[src/rtl/wb_ram_arbiter.sv]
// ---------------------------------------------------------------------------
// wb_ram_arbiter
//   Two-master to one-slave Wishbone classic arbiter in front of a shared
//   registered-ack SRAM slave. Master 0 is the instruction bus, master 1 the
//   data bus. Grants alternate round-robin, one transaction per grant, and
//   the slave sees a single-cycle strobe per transaction. A bounded wait
//   aborts with an error pulse to the requester.
//
// Parameters
//   AW       word-address width on all ports
//   TIMEOUT  WAIT cycles tolerated before error; 0 disables the timeout
//
// Ports
//   clk_i, rst_i                      clock, synchronous active-high reset
//   m{0,1}_cyc_i/stb_i/we_i           master control
//   m{0,1}_be_i [3:0]                 master byte enables
//   m{0,1}_adr_i [AW-1:0]             master word address
//   m{0,1}_dat_i [31:0]               master write data
//   m{0,1}_dat_o [31:0]               read data (slave data, valid with ack)
//   m{0,1}_ack_o, m{0,1}_err_o        master termination
//   s_cyc_o/stb_o/we_o, s_be_o,
//   s_adr_o, s_dat_o                  slave request
//   s_dat_i, s_ack_i                  slave response
// ---------------------------------------------------------------------------
module wb_ram_arbiter #(
    parameter int unsigned AW      = 10,
    parameter int unsigned TIMEOUT = 15
) (
    input  logic          clk_i,
    input  logic          rst_i,

    input  logic          m0_cyc_i,
    input  logic          m0_stb_i,
    input  logic          m0_we_i,
    input  logic [3:0]    m0_be_i,
    input  logic [AW-1:0] m0_adr_i,
    input  logic [31:0]   m0_dat_i,
    output logic [31:0]   m0_dat_o,
    output logic          m0_ack_o,
    output logic          m0_err_o,

    input  logic          m1_cyc_i,
    input  logic          m1_stb_i,
    input  logic          m1_we_i,
    input  logic [3:0]    m1_be_i,
    input  logic [AW-1:0] m1_adr_i,
    input  logic [31:0]   m1_dat_i,
    output logic [31:0]   m1_dat_o,
    output logic          m1_ack_o,
    output logic          m1_err_o,

    output logic          s_cyc_o,
    output logic          s_stb_o,
    output logic          s_we_o,
    output logic [3:0]    s_be_o,
    output logic [AW-1:0] s_adr_o,
    output logic [31:0]   s_dat_o,
    input  logic [31:0]   s_dat_i,
    input  logic          s_ack_i
);

    localparam int unsigned   CW   = (TIMEOUT < 2) ? 1 : $clog2(TIMEOUT + 1);
    localparam logic [CW-1:0] TLIM = CW'(TIMEOUT);

    typedef enum logic [1:0] {
        IDLE  = 2'd0,
        ISSUE = 2'd1,
        WAIT  = 2'd2
    } state_t;

    state_t        r_state;
    state_t        w_state_nxt;
    logic          r_gnt;
    logic          w_gnt_nxt;
    logic          r_last;
    logic [CW-1:0] r_tcnt;

    logic          w_req0;
    logic          w_req1;
    logic          w_gcyc;
    logic          w_busy;
    logic          w_ack;
    logic          w_tmo;

    assign w_req0 = m0_cyc_i & m0_stb_i;
    assign w_req1 = m1_cyc_i & m1_stb_i;
    assign w_gcyc = r_gnt ? m1_cyc_i : m0_cyc_i;
    assign w_busy = (r_state != IDLE);

    // A slave ack seen in IDLE belongs to an aborted transaction and is
    // never forwarded; the mandatory IDLE cycle between grants absorbs it.
    assign w_ack  = s_ack_i & w_busy & w_gcyc;

    // Ack wins over a coinciding timeout expiry.
    assign w_tmo  = (TIMEOUT != 0) && (r_state == WAIT) && (r_tcnt == TLIM)
                    && !s_ack_i && w_gcyc;

    assign m0_dat_o = s_dat_i;
    assign m1_dat_o = s_dat_i;

    always_ff @(posedge clk_i) begin
        if (rst_i) begin
            r_state <= IDLE;
            r_gnt   <= 1'b0;
            r_last  <= 1'b1;
            r_tcnt  <= '0;
        end else begin
            r_state <= w_state_nxt;
            r_gnt   <= w_gnt_nxt;
            if ((r_state == IDLE) && (w_state_nxt == ISSUE)) begin
                r_last <= w_gnt_nxt;
            end
            if ((TIMEOUT != 0) && (r_state == WAIT) && (w_state_nxt == WAIT)) begin
                r_tcnt <= r_tcnt + CW'(1);
            end else begin
                r_tcnt <= '0;
            end
        end
    end

    always_comb begin
        w_state_nxt = r_state;
        w_gnt_nxt   = r_gnt;

        s_cyc_o  = 1'b0;
        s_stb_o  = 1'b0;
        s_we_o   = 1'b0;
        s_be_o   = '0;
        s_adr_o  = '0;
        s_dat_o  = '0;
        m0_ack_o = 1'b0;
        m1_ack_o = 1'b0;
        m0_err_o = 1'b0;
        m1_err_o = 1'b0;

        unique case (r_state)
            IDLE: begin
                if (w_req0 || w_req1) begin
                    w_state_nxt = ISSUE;
                    if (w_req0 && w_req1) begin
                        w_gnt_nxt = ~r_last;
                    end else begin
                        w_gnt_nxt = w_req1;
                    end
                end
            end
            ISSUE: begin
                if (s_ack_i || !w_gcyc) begin
                    w_state_nxt = IDLE;
                end else begin
                    w_state_nxt = WAIT;
                end
            end
            WAIT: begin
                if (s_ack_i || !w_gcyc || w_tmo) begin
                    w_state_nxt = IDLE;
                end
            end
            default: begin
                w_state_nxt = IDLE;
            end
        endcase

        if (w_busy) begin
            s_cyc_o = 1'b1;
            s_stb_o = (r_state == ISSUE);
            if (r_gnt) begin
                s_we_o  = m1_we_i;
                s_be_o  = m1_be_i;
                s_adr_o = m1_adr_i;
                s_dat_o = m1_dat_i;
            end else begin
                s_we_o  = m0_we_i;
                s_be_o  = m0_be_i;
                s_adr_o = m0_adr_i;
                s_dat_o = m0_dat_i;
            end
        end

        m0_ack_o = w_ack & ~r_gnt;
        m1_ack_o = w_ack &  r_gnt;
        m0_err_o = w_tmo & ~r_gnt;
        m1_err_o = w_tmo &  r_gnt;
    end

endmodule

[config.mk]
export PLATFORM = sky130hd
export DESIGN_NAME = wb_ram_arbiter
export DESIGN_NICKNAME = d
export VERILOG_FILES = /design/src/rtl/wb_ram_arbiter.sv
export SDC_FILE = /design/constraint.sdc
export NUM_CORES = 1
export LEC_CHECK = 0
export ABC_AREA = 1
export CAP_MARGIN = 25
export CORE_AREA = 4 4 95 97
export CTS_CLUSTER_DIAMETER = 200
export CTS_CLUSTER_SIZE = 25
export DETAILED_ROUTE_END_ITERATION = 10
export DIE_AREA = 0 0 99 101
export GPL_TIMING_DRIVEN = 0
export PLACE_DENSITY = 0.8
export SYNTH_ARGS = -nofsm -noshare
export SYNTH_HDL_FRONTEND = slang
export SYNTH_SLANG_ARGS = --single-unit
[constraint.sdc]
create_clock -name clk_i -period 1.9 [get_ports clk_i]
set_input_delay 0.19 -clock clk_i [delete_from_list [all_inputs] [get_ports clk_i]]
set_output_delay 0.19 -clock clk_i [all_outputs]
set_load 0.1 [all_outputs]
==> flow_summary.html <==
<table>
<tr><th>Metric</th><th>Value</th></tr>
<tr><th colspan="2">Floorplanning</th></tr>
<tr><td>Die width</td><td>99 µm</td></tr>
<tr><td>FP Rows</td><td>33</td></tr>
<tr><td>Die ar.</td><td>10000 µm²</td></tr>
<tr><td>Number of top-level design ports</td><td>250</td></tr>
<tr><td>Core Area</td><td>8130 µm²</td></tr>
<tr><td>Overall die height</td><td>101 µm</td></tr>
<tr><td>Starting density of the core</td><td>19.6%</td></tr>
<tr><th colspan="2">Worst setup path</th></tr>
<tr><td>FF-to-FF End</td><td>r_tcnt[0]</td></tr>
<tr><td>Maximum fanout along the worst path</td><td>3</td></tr>
<tr><td>Worst setup path class</td><td>flip-flop to primary output</td></tr>
<tr><td>Arrival time worst endpoint</td><td>1.66 ns</td></tr>
<tr><td>Data required, critical path</td><td>1.71 ns</td></tr>
<tr><td>Source of the critical timing path</td><td>r_state[0]</td></tr>
<tr><td>Critical R2R Launch</td><td>r_tcnt[0]</td></tr>
<tr><td>Kind of launch point of the worst setup path</td><td>flip-flop</td></tr>
<tr><td>Capture point of the critical path</td><td>s_stb_o</td></tr>
<tr><td>Type of destination of the critical path</td><td>primary output</td></tr>
<tr><td>Length in cells of the worst reg-to-reg path</td><td>6</td></tr>
<tr><td>Reg2Reg Setup Slack</td><td>0.75 ns</td></tr>
<tr><th colspan="2">Routing</th></tr>
<tr><td>Total via count in the routed design</td><td>2499</td></tr>
<tr><td>Number of DRC violations after detailed-routing iteration 0</td><td>35</td></tr>
<tr><td>Average routed wire per standard cell</td><td>14.1 µm</td></tr>
<tr><td>DRT antenna net count</td><td>0</td></tr>
<tr><td>Avg Vias per Cell</td><td>4.12</td></tr>
<tr><td>Detailed-routing iteration count for the pre-antenna-repair pass</td><td>4</td></tr>
<tr><td>Remaining design rule violation count</td><td>0</td></tr>
<tr><td>Total length of routed wires</td><td>8570 µm</td></tr>
<tr><th colspan="2">Synth</th></tr>
<tr><td>Count of mapped cells out of synthesis</td><td>281</td></tr>
<tr><td>Proportion of synthesized chip area in sequential cells</td><td>10.0%</td></tr>
<tr><td>Most frequent cells after synthesis</td><td>sky130_fd_sc_hd__nand2_1 (107), sky130_fd_sc_hd__buf_4 (64), sky130_fd_sc_hd__a21oi_1 (49), sky130_fd_sc_hd__buf_2 (12), sky130_fd_sc_hd__inv_1 (10)</td></tr>
<tr><td>Count of unique library cells instantiated by Yosys</td><td>20</td></tr>
<tr><td>FFs w/ async S/R, synth</td><td>0%</td></tr>
<tr><td>Post-synth top flop</td><td>sky130_fd_sc_hd__dfxtp_1</td></tr>
<tr><td>Most common cell in the synthesized netlist</td><td>sky130_fd_sc_hd__nand2_1</td></tr>
<tr><td>Net count after synthesis</td><td>415</td></tr>
<tr><td>Number of warnings reported in the yosys synthesis log</td><td>0</td></tr>
<tr><td>Biggest area consumer among synthesized cells</td><td>sky130_fd_sc_hd__buf_4</td></tr>
<tr><td>Largest cells by area after synthesis</td><td>sky130_fd_sc_hd__buf_4 (30%), sky130_fd_sc_hd__nand2_1 (25%), sky130_fd_sc_hd__a21oi_1 (15%)</td></tr>
<tr><td>Area share of the largest cell type after synthesis</td><td>30.1%</td></tr>
<tr><td>Mean instance size in the synthesized netlist</td><td>5.68 µm²</td></tr>
<tr><td>Total of flip-flops plus latches after synthesis</td><td>8</td></tr>
<tr><td>EDFF count, synth</td><td>0</td></tr>
<tr><td>Post-synthesis instance area</td><td>1600 µm²</td></tr>
<tr><th colspan="2">Clock tree</th></tr>
<tr><td>Hold-fix buffers at CTS</td><td>0</td></tr>
<tr><td>Worst-skew pair later-pin latency</td><td>0.23 ns</td></tr>
<tr><td>Clock Path Buffers</td><td>2</td></tr>
<tr><td>Total of cells resized after clock tree synthesis</td><td>259</td></tr>
<tr><td>Clock tree from TritonCTS</td><td>done</td></tr>
<tr><td>Num CTS Buffers</td><td>3</td></tr>
<tr><td>Root Buffer</td><td>sky130_fd_sc_hd__clkbuf_8</td></tr>
<tr><td>Number of buffers inserted to repair setup after CTS</td><td>0</td></tr>
<tr><td>CTS H-tree depth</td><td>1</td></tr>
<tr><td>Clock slew seen by the registers of the worst setup and hold paths</td><td>0.04 ns</td></tr>
<tr><td>Sink count of the clock tree</td><td>8</td></tr>
<tr><th colspan="2">Final layout</th></tr>
<tr><td>Total inserted antenna cells</td><td>0</td></tr>
<tr><td># nets final</td><td>637</td></tr>
<tr><td>Storage element area</td><td>160 µm²</td></tr>
<tr><td>Fraction of final layout cells sized beyond drive strength 1</td><td>37.9%</td></tr>
<tr><td>Area occupied by multi-input gates</td><td>1000 µm²</td></tr>
<tr><td>Filler instances</td><td>800</td></tr>
<tr><td>Share of the core filled with cells</td><td>48.6%</td></tr>
<tr><td>Area overhead of the layout relative to synthesis</td><td>147%</td></tr>
<tr><td>Design area</td><td>3950 µm²</td></tr>
<tr><th colspan="2">Global routing</th></tr>
<tr><td>Remaining global-route overflow</td><td>0</td></tr>
<tr><td>Number of global-route vias before repair</td><td>2633</td></tr>
<tr><td>Antenna violations before repair</td><td>0</td></tr>
<tr><td>Global-route wire length before repair</td><td>13000 µm</td></tr>
<tr><td>GR Util All Layers</td><td>15.7%</td></tr>
<tr><td>Largest net degree at the start of global routing</td><td>11</td></tr>
<tr><th colspan="2">Power and ir drop</th></tr>
<tr><td>Leak Pwr</td><td>1.80 nW</td></tr>
<tr><td>Share of total power in combinational logic</td><td>82.3%</td></tr>
<tr><td>Sequential share of power</td><td>8.2%</td></tr>
<tr><td>Cell Int Power</td><td>0.828 mW</td></tr>
<tr><td>Worst supply voltage drop on vdd</td><td>0.340 mV</td></tr>
<tr><td>Clock group share of total power</td><td>9.5%</td></tr>
<tr><td>Net Sw Power</td><td>1.35 mW</td></tr>
<tr><td>Net switching share of the total power</td><td>62.0%</td></tr>
<tr><td>Total power divided by cell area</td><td>551 nW/µm²</td></tr>
<tr><th colspan="2">Timing</th></tr>
<tr><td>Count of final hold-check violations</td><td>0</td></tr>
<tr><td>Number of pins exceeding their max-slew limit in the final report</td><td>0</td></tr>
<tr><td>Part of the cycle the worst path needs</td><td>97.2%</td></tr>
<tr><td># setup viols final</td><td>0</td></tr>
<tr><td>Transition time at the pin with the least slew margin</td><td>0.990 ns</td></tr>
<tr><td>Layout Skew</td><td>0.00285 ns</td></tr>
<tr><td>Tightest slew margin relative to the limit</td><td>33.8%</td></tr>
<tr><td>Tmin final</td><td>1.85 ns</td></tr>
<tr><td>Unrepaired setup endpoints after global routing</td><td>false</td></tr>
<tr><td>Achievable clock frequency</td><td>0.541 GHz</td></tr>
<tr><th colspan="2">Placed design</th></tr>
<tr><td>HPWL Detailed</td><td>7560 µm</td></tr>
<tr><td>I/O Buffers</td><td>217</td></tr>
<tr><td>Placed instance area</td><td>4100 µm²</td></tr>
<tr><td>Last weighted congestion value of the routability-driven placer</td><td>0.825</td></tr>
<tr><th colspan="2">Flow run</th></tr>
<tr><td>Max-cap viol count</td><td>0</td></tr>
<tr><th colspan="2">Worst hold path</th></tr>
<tr><td>Worst Hold Class</td><td>flip-flop to flip-flop</td></tr>
<tr><th colspan="2">Status</th></tr>
<tr><td>Outcome</td><td>finished clean</td></tr>
</table>
## metrics by stage
stage                     TNS, ns  instances  worst slack [ns]  power, mW  hold slack [ns]
after global routing            0        606           0.00133       2.26            0.509
after detailed placement   -21.58        603            -0.642       2.03            0.460
final                           0        606            0.0528       2.18            0.477
after CTS                       0        606          0.000587       2.19            0.469
after floorplan             -1.37        281            -0.456       1.51            0.259
after global placement     -21.14        603            -0.626       2.02            0.428
## layout make-up
class                   count  area share [%]
flip-flops and latches      8            4.05
repair buffers            217            50.2
clock buffers               3            1.04
inverters                  12            1.20
well taps                 105            3.32
multi-input cells         181            25.4
plain buffers              80            14.8
## placed cells by master (no fill, tap or decap), drive strengths merged, types with 2 or more instances in the layout
cell | synthesis | routed
buf | 80 | 107
a21oi | 49 | 49
clkdlybuf4s50 | 0 | 164
dfxtp | 8 | 8
nand3 | 4 | 4
nor4 | 2 | 2
nor2 | 11 | 11
nand2 | 109 | 109
inv | 12 | 12
clkbuf | 0 | 28
## worst min path at each step
| stage | depth (start not counted) | from | to | slack, ns |
|---|---|---|---|---|
| 6_report | 2 | r_last | r_last | 0.48 |
| 5_1_grt | 2 | r_last | r_last | 0.51 |
| 4_1_cts | 2 | r_last | r_last | 0.47 |
| 3_5_place_dp | 2 | r_last | r_last | 0.46 |
| 3_3_place_gp | 1 | r_tcnt[0] | r_tcnt[0] | 0.43 |
| 2_1_floorplan | 1 | rst_i | r_gnt | 0.26 |
## cells by family after synthesis
logic type | share of synthesized area (%)
fa+ha+maj | 0.784
xor+xnor | 1.10
simple gates | 32.3
flops | 10.0
compound gates | 16.1
buf+inv | 39.7
## registers in the layout, indices dropped and copies added, names as in the netlist
register,count
r_last,1
r_gnt,1
r_state,2
r_tcnt,4
## critical path, stage by stage, from the launching register on
cell and delay, ns:
sky130_fd_sc_hd__dfxtp_1 0.43, sky130_fd_sc_hd__nand2_1 0.11, sky130_fd_sc_hd__inv_1 0.07, sky130_fd_sc_hd__clkdlybuf4s15_1 0.81
## layer usage
layer	GRT usage, %	wire length (µm)	vias up
li1	-	-	1257
met1	16.8	3070	1125
met2	31.9	4790	109
met3	3.25	627	8
met4	2.10	84	0
met5	0	0	-
## power by group through the flow
stage | Sequential (mW) | Clock (mW) | Combinational, mW
6_report | 0.179 | 0.206 | 1.79
5_1_grt | 0.179 | 0.218 | 1.86
4_1_cts | 0.179 | 0.214 | 1.79
3_5_place_dp | 0.182 | 0 | 1.85
3_3_place_gp | 0.181 | 0 | 1.84
2_1_floorplan | 0.181 | 0 | 1.33
No activity file was read; power rests on OpenSTA's default activity.
